File: src/rtl/count_ones_requester_pkg.sv
// Shared types, default widths and helpers for the count_ones requester.
package count_ones_requester_pkg;

   localparam int unsigned DEF_DATA_WIDTH  = 4;
   localparam int unsigned DEF_COUNT_WIDTH = 3;
   localparam int unsigned DEF_TOTAL_WIDTH = 8;

   typedef enum logic [1:0] {
      ST_IDLE      = 2'd0,
      ST_PRESENT   = 2'd1,
      ST_WAIT_DONE = 2'd2,
      ST_REPORT    = 2'd3
   } state_e;

   // Sum clamped to the largest value representable in 'width' bits.
   function automatic logic [63:0] sat_add(input logic [63:0] a,
                                           input logic [63:0] b,
                                           input int unsigned width);
      logic [63:0] lim;
      logic [63:0] sum;
      lim = (64'd1 << width) - 64'd1;
      sum = a + b;
      return (sum > lim) ? lim : sum;
   endfunction

endpackage

File: src/rtl/count_ones_requester_popcount_ref.sv
// Combinational reference ones count of a DATA_WIDTH word.
module popcount_ref
   import count_ones_requester_pkg::*;
#(
   parameter int unsigned DATA_WIDTH  = DEF_DATA_WIDTH,
   parameter int unsigned COUNT_WIDTH = DEF_COUNT_WIDTH
) (
   input  logic [DATA_WIDTH-1:0]  data_i,
   output logic [COUNT_WIDTH-1:0] count_o
);

   always_comb begin
      count_o = '0;
      for (int unsigned i = 0; i < DATA_WIDTH; i++) begin
         count_o = count_o + COUNT_WIDTH'(data_i[i]);
      end
   end

endmodule

File: src/rtl/count_ones_requester.sv
// Initiator side of the count_ones handshake with a one-entry result register.
// Define COUNT_CHECK_EN to add check_err, which flags a counter result that disagrees with a local popcount.
module count_ones_requester
   import count_ones_requester_pkg::*;
#(
   parameter int unsigned DATA_WIDTH  = DEF_DATA_WIDTH,
   parameter int unsigned COUNT_WIDTH = DEF_COUNT_WIDTH,
   parameter int unsigned TOTAL_WIDTH = DEF_TOTAL_WIDTH
) (
   input  logic                   clk,
   input  logic                   reset,
   input  logic                   in_valid,
   input  logic [DATA_WIDTH-1:0]  in_data,
   output logic                   in_ready,
   output logic [DATA_WIDTH-1:0]  data,
   output logic                   data_ready,
   input  logic                   start,
   input  logic                   done,
   input  logic [COUNT_WIDTH-1:0] bit_count,
   output logic                   out_valid,
   input  logic                   out_ready,
   output logic [DATA_WIDTH-1:0]  out_data,
   output logic [COUNT_WIDTH-1:0] out_count,
   output logic [TOTAL_WIDTH-1:0] total,
   output logic                   busy
`ifdef COUNT_CHECK_EN
  ,output logic                   check_err
`endif
);

   state_e                 state_q, state_d;
   logic [DATA_WIDTH-1:0]  data_q, data_d;
   logic                   out_valid_q, out_valid_d;
   logic [DATA_WIDTH-1:0]  out_data_q, out_data_d;
   logic [COUNT_WIDTH-1:0] out_count_q, out_count_d;
   logic [TOTAL_WIDTH-1:0] total_q, total_d;
   logic                   accept, capture, out_pop;

   // reset gates in_ready so nothing is offered while the block is held in reset
   assign in_ready = reset && (state_q == ST_IDLE) && !out_valid_q;
   assign accept   = in_valid && in_ready;
   assign capture  = (state_q == ST_WAIT_DONE) && done;
   assign out_pop  = out_valid_q && out_ready;

   always_comb begin
      state_d = state_q;
      case (state_q)
         ST_IDLE:      if (accept) state_d = ST_PRESENT;
         ST_PRESENT:   if (start)  state_d = ST_WAIT_DONE;
         ST_WAIT_DONE: if (done)   state_d = ST_REPORT;
         ST_REPORT:    state_d = ST_IDLE;
         default:      state_d = ST_IDLE;
      endcase
   end

   always_comb begin
      data_d      = accept ? in_data : data_q;
      out_data_d  = capture ? data_q : out_data_q;
      out_count_d = capture ? bit_count : out_count_q;
      out_valid_d = capture ? 1'b1 : (out_pop ? 1'b0 : out_valid_q);
      total_d     = capture ? TOTAL_WIDTH'(sat_add(64'(total_q), 64'(bit_count), TOTAL_WIDTH))
                            : total_q;
   end

   always_ff @(posedge clk or negedge reset) begin
      if (!reset) begin
         state_q     <= ST_IDLE;
         data_q      <= '0;
         out_valid_q <= 1'b0;
         out_data_q  <= '0;
         out_count_q <= '0;
         total_q     <= '0;
      end else begin
         state_q     <= state_d;
         data_q      <= data_d;
         out_valid_q <= out_valid_d;
         out_data_q  <= out_data_d;
         out_count_q <= out_count_d;
         total_q     <= total_d;
      end
   end

   assign data       = data_q;
   assign data_ready = (state_q == ST_PRESENT);
   assign out_valid  = out_valid_q;
   assign out_data   = out_data_q;
   assign out_count  = out_count_q;
   assign total      = total_q;
   assign busy       = (state_q != ST_IDLE);

`ifdef COUNT_CHECK_EN
   logic [COUNT_WIDTH-1:0] ref_count;
   logic                   check_err_q, check_err_d;

   popcount_ref #(
      .DATA_WIDTH  (DATA_WIDTH),
      .COUNT_WIDTH (COUNT_WIDTH)
   ) u_popcount (
      .data_i  (data_q),
      .count_o (ref_count)
   );

   assign check_err_d = capture && (ref_count != bit_count);

   always_ff @(posedge clk or negedge reset) begin
      if (!reset) check_err_q <= 1'b0;
      else        check_err_q <= check_err_d;
   end

   assign check_err = check_err_q;
`endif

endmodule

File: config.mk
export PLATFORM = sky130hd
export DESIGN_NAME = count_ones_requester
export DESIGN_NICKNAME = d
export VERILOG_FILES = /design/src/rtl/count_ones_requester_pkg.sv /design/src/rtl/count_ones_requester_popcount_ref.sv /design/src/rtl/count_ones_requester.sv
export SDC_FILE = /design/constraint.sdc
export NUM_CORES = 1
export LEC_CHECK = 0
export CORE_AREA = 2 2 42 73
export CTS_BUF_LIST = sky130_fd_sc_hd__clkbuf_2 sky130_fd_sc_hd__clkbuf_4 sky130_fd_sc_hd__clkbuf_8
export DETAILED_ROUTE_END_ITERATION = 7
export DIE_AREA = 0 0 44 75
export PLACE_DENSITY = 0.75
export SYNTH_ARGS = -nofsm -noshare
export SYNTH_HDL_FRONTEND = slang
export SYNTH_SLANG_ARGS = --single-unit
File: constraint.sdc
create_clock -name clk -period 1.5 [get_ports clk]
set_input_delay 0.3 -clock clk [delete_from_list [all_inputs] [get_ports clk]]
set_output_delay 0.3 -clock clk [all_outputs]
set_load 0.05 [all_outputs]
==> summary.txt, run 1 <==
Setup path
  – Req. time, crit path: 1650 ps
  – Peak per-stage delay on the critical path: 430 ps
  – Beginning of the worst register-to-register path: state_q[1]
  – Data arrival, critical path: 1900 ps
  – CP cell instances: inv_2 > ha_4 > nand4b_4 > a222oi_1 > buf_4 > mux2_4
  – Total stage count of the critical path: 6
  – Worst r2r path cells: 6
  – Number of buffer and inverter instances along the worst setup path: 2
  – Reg2Reg Capture Point: state_q[1]
  – Max stage delay cell, worst path: dfrtp_1
  – Worst reg2reg setup slack: -250 ps
  – Dominant delay contributor by cell family on the critical path: flip-flops
  – Worst Setup SP: state_q[1]
  – Crit path launch type: flop
  – End point of the critical path: state_q[1]
  – Nature of the critical path endpoint: flop
  – Maximum fanout along the worst path: 3
  – Critical path class: reg2reg

Outcome
  – Status: finished with violations
  – Violations in the final reports: setup timing

GRT
  – Via count of the first global-routing pass: 1,102
  – Aggregate global routing overflow: 0
  – Maximum number of pins on one net before global-route repair: 16
  – Global-route wire length before repair: 4.97 mm
  – Number of antenna violations at the first check in global routing: 0
  – Aggregate global-route resource usage: 0.209

Layout
  – Layout Area Growth over Synthesis: 99.5%
  – Inserted Diodes: 0
  – Final core area utilization: 0.817
  – Fraction of layout cells with a size suffix above 1: 0.599
  – Net count reported at finish: 179
  – Final Instance Count excl. Fillers: 184

Timing
  – Transition time of the tightest slew-check pin: 413 ps
  – Post-route minimum period: 1750 ps
  – Final number of hold-violating endpoints: 0
  – Fmax: 572 MHz
  – Setup ws final: -249 ps
  – Clock skew after layout: 4.49 ps
  – Share of the cycle needed by the critical path after routing: 1.17
  – Headroom to the max-slew limit: 0.723
  – Final setup violation count: 15
  – RSZ-0062 raised after global routing: yes
  – Final number of max-transition violations: 0

Synth
  – Sequential cell area fraction in the yosys report: 0.500
  – Number of synthesized register bits: 22
  – Synth Warn #: 0
  – Library cell with the largest summed area after synthesis: dfrtp_1
  – Syn_nets: 113
  – Synthesized area per cell: 12.0 um2
  – Dominant cells by area after synthesis: dfrtp_1 50%, mux2_2 13%, ha_1 8.0%, nand2_1 3.1%, nand3_1 2.7%
  – Area of the mapped netlist: 1100 um2
  – Post-Synthesis Cells: 92
  – Number of distinct library cell variants in the gate-level netlist after synthesis: 28
  – Share of the synthesized area in the top cell type: 0.500

Detailed routing
  – Post-route ant nets: 0
  – Number of DRC markers in iteration 0: 30
  – Detailed-router iteration count before antenna repair: 4
  – Total length of routed wires: 3.41 mm
  – Number of vias after detailed routing: 1,009
  – Wire length per cell after detailed routing: 18.5 um
  – Post-detailed-route via-to-cell ratio: 5.48
  – Residual DRC count: 0

Power
  – Part of the power in combinational logic: 0.686
  – Worst vdd ir: 1910 uV
  – Switching share of power: 0.419
  – Part of the power in registers: 0.214
  – P_sw: 2.37 mW
  – Tot Pwr: 5.65 mW
  – Static leakage: 0.989 nW
  – Internal power contribution: 3.29 mW
  – Total power density per cell area: 2570 nW/um2
  – Clock network fraction of design power: 0.100

Flow run
  – Max-cap viol count: 0

Floorplan
  – Initial core utilization: 0.409
  – Die area: 3300 um2
  – Die Ht: 75 um
  – Placeable core region: 2690 um2
  – I/O pin total: 36
  – Chip Width: 44 um
  – Site Rows: 25

CTS
  – Clock buffers created by TritonCTS: 3
  – Root buffer selected by CTS: clkbuf_8
  – Number of buffers on the longest clock path: 2
  – Clock edge transition at the registers on the reported setup and hold paths: 80 ps
  – Insertion delay of the later-clocked pin in the worst-skew pair: 270 ps
  – CTS tree: built
  – Number of clock sinks: 22
  – Total number of H-tree levels: 1

Placed design
  – Post-placement worst setup slack: -611 ps
  – DPL Wire Length: 2.26 mm
  – Last weighted congestion value of the routability-driven placer: 0.770
  – Inst Count DP: 167
  – # port buffers: 35

Min path
  – Type of the most critical hold path: in2async
[cell usage in the layout (no fill, tap or decap), types with 2 or more instances in the layout]
cell / Yosys / routed
dfrtp_2: 0 / 4
clkdlybuf4s50_1: 0 / 8
nand2_2: 0 / 2
ha_4: 0 / 6
inv_1: 7 / 4
buf_12: 0 / 24
mux2_2: 13 / 9
o21ai_0: 3 / 3
nand2_1: 9 / 7
inv_2: 0 / 2
dlygate4sd2_1: 0 / 4
a21oi_2: 0 / 2
buf_6: 0 / 12
nand3_1: 6 / 5
buf_4: 0 / 14
clkbuf_8: 0 / 3
dfrtp_1: 22 / 18
mux2_4: 0 / 5
nand4_1: 2 / 2
mux2i_1: 2 / 2
[worst reg2reg max path, cell delays in order (launching register included)]
cell,delay [ps]
dfrtp_1,430
inv_2,120
ha_4,170
nand4b_4,100
a222oi_1,320
buf_4,200
mux2_4,300
[how the worst min path moves through the flow]
stage / from / endpoint / slack, ps / cells past startpoint
6_report: reset / out_valid / 180 / 2
5_1_grt: reset / out_valid / 200 / 2
4_1_cts: reset / out_valid / 190 / 2
3_5_place_dp: state_q[1] / state_q[1] / 550 / 1
3_3_place_gp: state_q[1] / state_q[1] / 530 / 1
2_1_floorplan: reset / data[0] / 4 / 0
[synthesized netlist by cell type]
cell type	instances
ha_1	7
and2_1	1
nand4b_4	1
a311oi_1	1
o211ai_1	1
nand4_1	2
nor3b_1	1
dfrtp_1	22
or4_1	1
a211oi_1	1
or3_1	1
nor2_1	1
inv_1	7
nor3_1	1
a21o_1	1
and4_1	1
o21ai_0	3
fa_1	1
a222oi_1	1
o31ai_1	2
mux2_1	1
mux2_2	13
and3_2	1
mux2i_1	2
nand3_1	6
nand2_1	9
a21oi_1	2
buf_2	1
[power by group through the flow]
stage	clock network, mW	logic (mW)	registers [mW]
2_1_floorplan	0	0.853	1.89
3_3_place_gp	0	3.14	1.19
3_5_place_dp	0	3.22	1.21
4_1_cts	0.562	3.63	1.20
5_1_grt	0.594	4.04	1.25
6_report	0.564	3.88	1.21
[cells by family (layout without fill, tap and decap cells)]
group,count (synthesis),after routing,synth area share
buffers and inverters,8,73,0.0284
adders and majority gates,8,8,0.0977
and+or+nand+nor,26,26,0.139
DFF,22,22,0.500
muxes,16,16,0.161
AOI/OAI and AO/OA,12,12,0.0739
[sequential cells by signal, indices dropped and copies added (netlist names)]
signal / count
out_valid: 1
out_count: 3
data: 4
total: 8
state_q: 2
out_data: 4
[metal layers]
layer,vias up,share of wire,global-route usage
met4,0,0.032,0.101
li1,466,-,-
met3,11,0.046,0.0360
met5,-,0,0
met2,41,0.58,0.407
met1,491,0.34,0.202
[metrics by stage]
step | setup TNS (ps) | hold slack [ps] | instance area (um2)
after floorplan | -1210 | 4.41 | 1150
after global placement | -4990 | 528 | 1860
after detailed placement | -5610 | 548 | 1860
after CTS | -1310 | 189 | 2090
after global routing | -3140 | 195 | 2200
final | -2250 | 182 | 2200
[layout make-up]
type	count	area (um2)
sequential	22	556
clock inverter	1	30.0
fill	142	493
multi-input combinational	62	672
timing repair buffer	62	836
inverter	7	28.8
tap	27	33.8
clock buffer	3	41.3
[what timing repair did]
action                                  CTS  global route
endpoints found under the setup margin   13            20
hold buffers                              0             0
gates resized for setup                  21            19
pin swaps                                 8             8
buffers inserted                          9             5
(Power assumes the default switching activity.)
==> inputs of run 2 (changes only) <==
--- a/config.mk
+++ b/config.mk
@@ -10,6 +10,7 @@
 export DETAILED_ROUTE_END_ITERATION = 7
 export DIE_AREA = 0 0 44 75
 export PLACE_DENSITY = 0.75
+export SETUP_SLACK_MARGIN = 0.5
 export SYNTH_ARGS = -nofsm -noshare
 export SYNTH_HDL_FRONTEND = slang
 export SYNTH_SLANG_ARGS = --single-unit
==> run 2 against run 1 <==
Net effect: the flow still finishes with violations (setup timing); highest routed layer unchanged; flip-flop and latch count stayed put; final area is 5.9% higher; setup slack better by 8.6 ps; utilization is 4.8 points higher; routed wire length is 7.3% higher; sequential share of layout area is 1.1 points lower; power is 2.6% higher; global-route usage is 0.99 points higher; fmax is 0.50% higher; sequential power hardly changed; register-to-register slack hardly changed; combinational power is 6.2% higher.
==> summary.txt, run 2 (synthesis gave the netlist of run 1 again) <==
Timing
  – Headroom to the max-slew limit: 0.683
  – Final number of hold-violating endpoints: 0
  – Post-route minimum period: 1740 ps
  – RSZ-0062 raised after global routing: yes
  – Share of the cycle needed by the critical path after routing: 1.16
  – Final number of max-transition violations: 0
  – Clock skew after layout: 3.86 ps
  – Fmax: 575 MHz
  – Setup ws final: -240 ps
  – Transition time of the tightest slew-check pin: 474 ps
  – Final setup violation count: 17

CTS
  – Number of buffers on the longest clock path: 2
  – Clock edge transition at the registers on the reported setup and hold paths: 90 ps
  – CTS tree: built
  – Number of clock sinks: 22
  – Insertion delay of the later-clocked pin in the worst-skew pair: 270 ps
  – Clock buffers created by TritonCTS: 3
  – Root buffer selected by CTS: clkbuf_8
  – Total number of H-tree levels: 1

GRT
  – Aggregate global routing overflow: 0
  – Via count of the first global-routing pass: 1,058
  – Maximum number of pins on one net before global-route repair: 23
  – Number of antenna violations at the first check in global routing: 0
  – Aggregate global-route resource usage: 0.219
  – Global-route wire length before repair: 5.15 mm

Layout
  – Most frequent cells in the layout: 25 x buf_4, 24 x buf_12, 13 x dfrtp_1
  – Final Instance Count excl. Fillers: 196
  – Layout Area Growth over Synthesis: 111%
  – Fraction of layout cells with a size suffix above 1: 0.639
  – Inserted Diodes: 0
  – Fill cell count: 119
  – Net count reported at finish: 191
  – Most frequent standard cell in the layout excluding fill and tap cells: buf_4
  – Largest register FFs: 8

Setup path
  – Number of buffer and inverter instances along the worst setup path: 0
  – Req. time, crit path: 1660 ps
  – Maximum fanout along the worst path: 4
  – Crit path launch type: flop
  – Critical path class: reg2reg
  – Dominant delay contributor by cell family on the critical path: adder cells
  – Nature of the critical path endpoint: flop
  – Worst reg2reg setup slack: -240 ps
  – Max stage delay cell, worst path: dfrtp_2
  – CP cell instances: ha_4 > fa_2 > a21o_1 > nor3b_4 > mux2_2
  – Total stage count of the critical path: 5
  – Peak per-stage delay on the critical path: 440 ps
  – Worst r2r path cells: 5
  – Data arrival, critical path: 1900 ps

Outcome
  – Violations in the final reports: setup timing
  – Status: finished with violations

Min path
  – Type of the most critical hold path: in2reg
  – Hold Path Depth: 2

Floorplan
  – Die area: 3300 um2
  – Initial core utilization: 0.409
  – I/O pin total: 36
  – Chip Width: 44 um
  – Placeable core region: 2690 um2
  – Die Ht: 75 um
  – Site Rows: 25

Placed design
  – # port buffers: 35
  – DPL Wire Length: 2.25 mm
  – Inst Count DP: 171
  – Last weighted congestion value of the routability-driven placer: 0.814

Detailed routing
  – Number of vias after detailed routing: 1,053
  – Number of DRC markers in iteration 0: 19
  – Detailed-router iteration count before antenna repair: 4
  – Wire length per cell after detailed routing: 18.6 um
  – Total length of routed wires: 3.66 mm
  – Post-route ant nets: 0
  – Residual DRC count: 0
  – Post-detailed-route via-to-cell ratio: 5.37

Flow run
  – Max-cap viol count: 0

Power
  – Tot Pwr: 5.80 mW
  – Static leakage: 1.08 nW
  – Worst vdd ir: 1640 uV
  – Total power density per cell area: 2490 nW/um2
## run 2: worst reg2reg max path, stage by stage, from the launching register on
cell	delay (ps)
dfrtp_2	440
ha_4	170
fa_2	340
a21o_1	240
nor3b_4	170
mux2_2	260
## run 2: per-layer routing
layer	up-vias	wire length (um)	global-route usage
met5	-	0	0
li1	490	-	-
met2	24	2100	0.397
met3	7	111	0.0408
met1	532	1370	0.243
met4	0	80	0.0943
## run 2: area by class of cell
class / instances / area [um2] / area share
well taps: 27 / 33.8 / 0.0145
flip-flops and latches: 22 / 562 / 0.241
multi-input cells: 62 / 696 / 0.299
clock buffers: 4 / 55.1 / 0.0237
repair buffers: 74 / 951 / 0.409
inverters: 7 / 30.0 / 0.0129
## run 2: path summary, 6_finish.rpt
| kind | from | end |
|---|---|---|
| worst min register to register | out_count[0] | out_count[0] |
| worst max-delay path | total[0] | total[6] |
| worst min-delay path | bit_count[0] | out_count[0] |
| max in group asynchronous | reset | total[2] |
| min in group asynchronous | reset | state_q[1] |
| worst max register to register | total[0] | total[6] |
## run 2: what timing repair did
item | 4_1_cts | 5_1_grt
hold buffers | 0 | 0
setup buffers | 8 | 12
endpoints found under the setup margin | 45 | 45
cloned | 1 | 0
pin swaps | 10 | 5
resized for setup | 31 | 6
## run 2: stage by stage
step	instance area, um2	setup TNS, ps	hold WS (ps)	utilization	worst slack (ps)
after floorplan	1220	-1250	4.41	-	-300
after global placement	1970	-4310	542	0.732	-520
after detailed placement	1970	-4950	562	0.732	-590
after CTS	2210	-1390	493	0.822	-233
after global routing	2330	-3060	501	0.865	-280
final	2330	-2040	485	0.865	-240
## run 2: where the power goes
part           internal [mW]  leakage (nW)  switching (mW)
sequential             0.875         0.257           0.355
combinational           2.27         0.797            1.86
clock                  0.235        0.0288           0.213
total                   3.38          1.08            2.43
==> inputs of run 3 (changes only) <==
--- a/config.mk
+++ b/config.mk
@@ -5,11 +5,11 @@
 export SDC_FILE = /design/constraint.sdc
 export NUM_CORES = 1
 export LEC_CHECK = 0
-export CORE_AREA = 2 2 42 73
+export CORE_AREA = 2 2 50 52
 export CTS_BUF_LIST = sky130_fd_sc_hd__clkbuf_2 sky130_fd_sc_hd__clkbuf_4 sky130_fd_sc_hd__clkbuf_8
 export DETAILED_ROUTE_END_ITERATION = 7
-export DIE_AREA = 0 0 44 75
-export PLACE_DENSITY = 0.75
+export DIE_AREA = 0 0 52 54
+export PLACE_DENSITY = 0.84
 export SETUP_SLACK_MARGIN = 0.5
 export SYNTH_ARGS = -nofsm -noshare
 export SYNTH_HDL_FRONTEND = slang
==> constraint.sdc (replaced) <==
create_clock -name clk -period 2.25 [get_ports clk]
set_input_delay 0.45 -clock clk [delete_from_list [all_inputs] [get_ports clk]]
set_output_delay 0.45 -clock clk [all_outputs]
set_load 0.05 [all_outputs]
==> run 3 against run 2 <==
Net effect: the flow now finishes without violations; utilization is 14 points lower; largest power group unchanged; routed wire length decreased by 29%; final cell count shrank 12%; global-route usage decreased by 1.8 points; power is 53% lower; flip-flop and latch count unchanged; hold slack worse by 200 ps; setup slack better by 740 ps; critical endpoint is now in_ready; combinational power down 59%; first-iteration DRC count is 11% lower; critical path depth fell by 1; non-clock buffer count down 26.
==> summary.txt, run 3 (synthesis gave the netlist of run 1 again) <==
Outcome
  – Status: complete, no violations

Detailed routing
  – Residual DRC count: 0
  – Wire length per cell after detailed routing: 14.9 um
  – Detailed-router iteration count before antenna repair: 4
  – Number of vias after detailed routing: 915
  – Post-detailed-route via-to-cell ratio: 5.29
  – Number of DRC markers in iteration 0: 17
  – Post-route ant nets: 0
  – Total length of routed wires: 2.58 mm

CTS
  – Number of clock sinks: 22
  – Clock edge transition at the registers on the reported setup and hold paths: 130 ps
  – Number of buffers on the longest clock path: 2
  – Total number of H-tree levels: 1
  – CTS tree: built
  – Clock buffers created by TritonCTS: 3
  – Root buffer selected by CTS: clkbuf_4
  – Insertion delay of the later-clocked pin in the worst-skew pair: 310 ps
  – Count of hold buffers inserted by post-cts repair: 0

Timing
  – Clock skew after layout: 3.64 ps
  – Share of the cycle needed by the critical path after routing: 0.776
  – Final number of max-transition violations: 0
  – Setup ws final: 505 ps
  – Post-route minimum period: 1750 ps
  – RSZ-0062 raised after global routing: yes
  – Total Negative Setup Slacks: 0 ps
  – Fmax: 573 MHz
  – Final number of hold-violating endpoints: 0
  – Transition time of the tightest slew-check pin: 501 ps
  – Final setup violation count: 0
  – Headroom to the max-slew limit: 0.667

Layout
  – Layout Area Growth over Synthesis: 53.2%
  – Most frequent cells in the layout: 20 x dfrtp_1, 16 x dlygate4sd2_1, 13 x buf_4
  – Fraction of layout cells with a size suffix above 1: 0.357
  – Net count reported at finish: 165
  – Most frequent standard cell in the layout excluding fill and tap cells: dfrtp_1
  – Largest register FFs: 8
  – Inserted Diodes: 0

Power
  – Part of the power in registers: 0.263
  – Worst vdd ir: 1030 uV
  – Part of the power in combinational logic: 0.624
  – Total power density per cell area: 1600 nW/um2
  – Internal power contribution: 1.40 mW
  – P_sw: 1.30 mW
  – Switching share of power: 0.483
  – Static leakage: 0.811 nW
  – Clock network fraction of design power: 0.113

Setup path
  – Data arrival, critical path: 1300 ps
  – Beginning of the worst register-to-register path: state_q[1]
  – Worst reg2reg setup slack: 530 ps
  – Crit path launch type: flop
  – Maximum fanout along the worst path: 4
  – Req. time, crit path: 1800 ps
  – Critical path class: reg2out
  – Nature of the critical path endpoint: output pin
  – Worst r2r path cells: 7
  – Reg2Reg Capture Point: state_q[1]

Placed design
  – Post-placement worst setup slack: 27.2 ps
  – DPL Wire Length: 1.86 mm
  – Last weighted congestion value of the routability-driven placer: 0.864
  – # port buffers: 35

GRT
  – Aggregate global routing overflow: 0
  – Maximum number of pins on one net before global-route repair: 16
  – Via count of the first global-routing pass: 934
  – Aggregate global-route resource usage: 0.201
  – Number of antenna violations at the first check in global routing: 0
  – Global-route wire length before repair: 4.13 mm

Floorplan
  – Site Rows: 18
  – Chip Width: 52 um
  – Die area: 2810 um2
  – I/O pin total: 36
  – Initial core utilization: 0.475
  – Placeable core region: 2320 um2
  – Die Ht: 54 um

Flow run
  – Max-cap viol count: 0

Min path
  – Type of the most critical hold path: in2async
==> run 3: cell types whose count changed in the layout (fill, tap and decap cells not counted), sizes merged <==
| cell | delta |
|---|---|
| clkinvlp | -1 |
| clkbuf | +3 |
| buf | -46 |
| clkdlybuf4s15 | +3 |
| dlygate4sd2 | +13 |
| bufinv | +1 |
| inv | +1 |
==> run 3: worst max-delay path: stages (launching register included) <==
cell	delay, ps
dfrtp_1	410
inv_2	100
ha_4	160
and3_4	180
buf_12	130
==> run 3: worst max path at each step <==
| stage | from | to | slack (ps) | depth (start not counted) |
|---|---|---|---|---|
| after floorplan | total[0] | total[4] | 450 | 5 |
| after CTS | total[3] | total[3] | 440 | 1 |
| after global routing | state_q[0] | state_q[1] | 420 | 7 |
| after global placement | bit_count[0] | total[4] | 70 | 6 |
| final | state_q[1] | in_ready | 500 | 4 |
| after detailed placement | bit_count[0] | total[4] | 30 | 6 |
==> run 3: routing by layer <==
metal	track usage	share of wire	wire length (um)	vias to the layer above
li1	-	-	-	433
met1	0.241	0.41	1060	445
met2	0.365	0.54	1390	29
met3	0.0361	0.031	81	8
met4	0.0658	0.020	51	0
met5	0	0	0	-
==> run 3: timing repair <==
| action | in CTS | in global routing |
|---|---|---|
| endpoints found under the setup margin | 29 | 11 |
| pin swaps | 1 | 4 |
| gates resized for setup | 34 | 16 |
| setup buffers | 5 | 3 |
| hold endpoints to repair | 0 | 0 |
==> run 3: power by group through the flow <==
| stage | logic, mW | registers (mW) | clock network (mW) |
|---|---|---|---|
| after floorplan | 0.526 | 1.25 | 0 |
| after global placement | 1.54 | 0.708 | 0 |
| after detailed placement | 1.58 | 0.726 | 0 |
| after CTS | 1.58 | 0.709 | 0.313 |
| after global routing | 1.80 | 0.741 | 0.326 |
| final | 1.68 | 0.709 | 0.305 |
==> run 3: layout make-up <==
| type | count | area (um2) |
|---|---|---|
| clock buffers | 3 | 22.5 |
| clock inverters | 1 | 30.0 |
| fillers | 157 | 633 |
| inverters | 7 | 26.3 |
| multi-input cells | 62 | 592 |
| flip-flops and latches | 22 | 553 |
| well taps | 30 | 37.5 |
| repair buffers | 48 | 425 |
==> run 3: stage by stage <==
step | hold slack, ps | cell area (um2) | utilization | instances | power [mW]
final | 286 | 1690 | 0.727 | 173 | 2.70
after floorplan | 154 | 1120 | - | 92 | 1.77
after global routing | 286 | 1690 | 0.727 | 173 | 2.87
after detailed placement | 497 | 1540 | 0.666 | 161 | 2.31
after CTS | 282 | 1640 | 0.705 | 170 | 2.60
after global placement | 489 | 1540 | 0.666 | 161 | 2.25
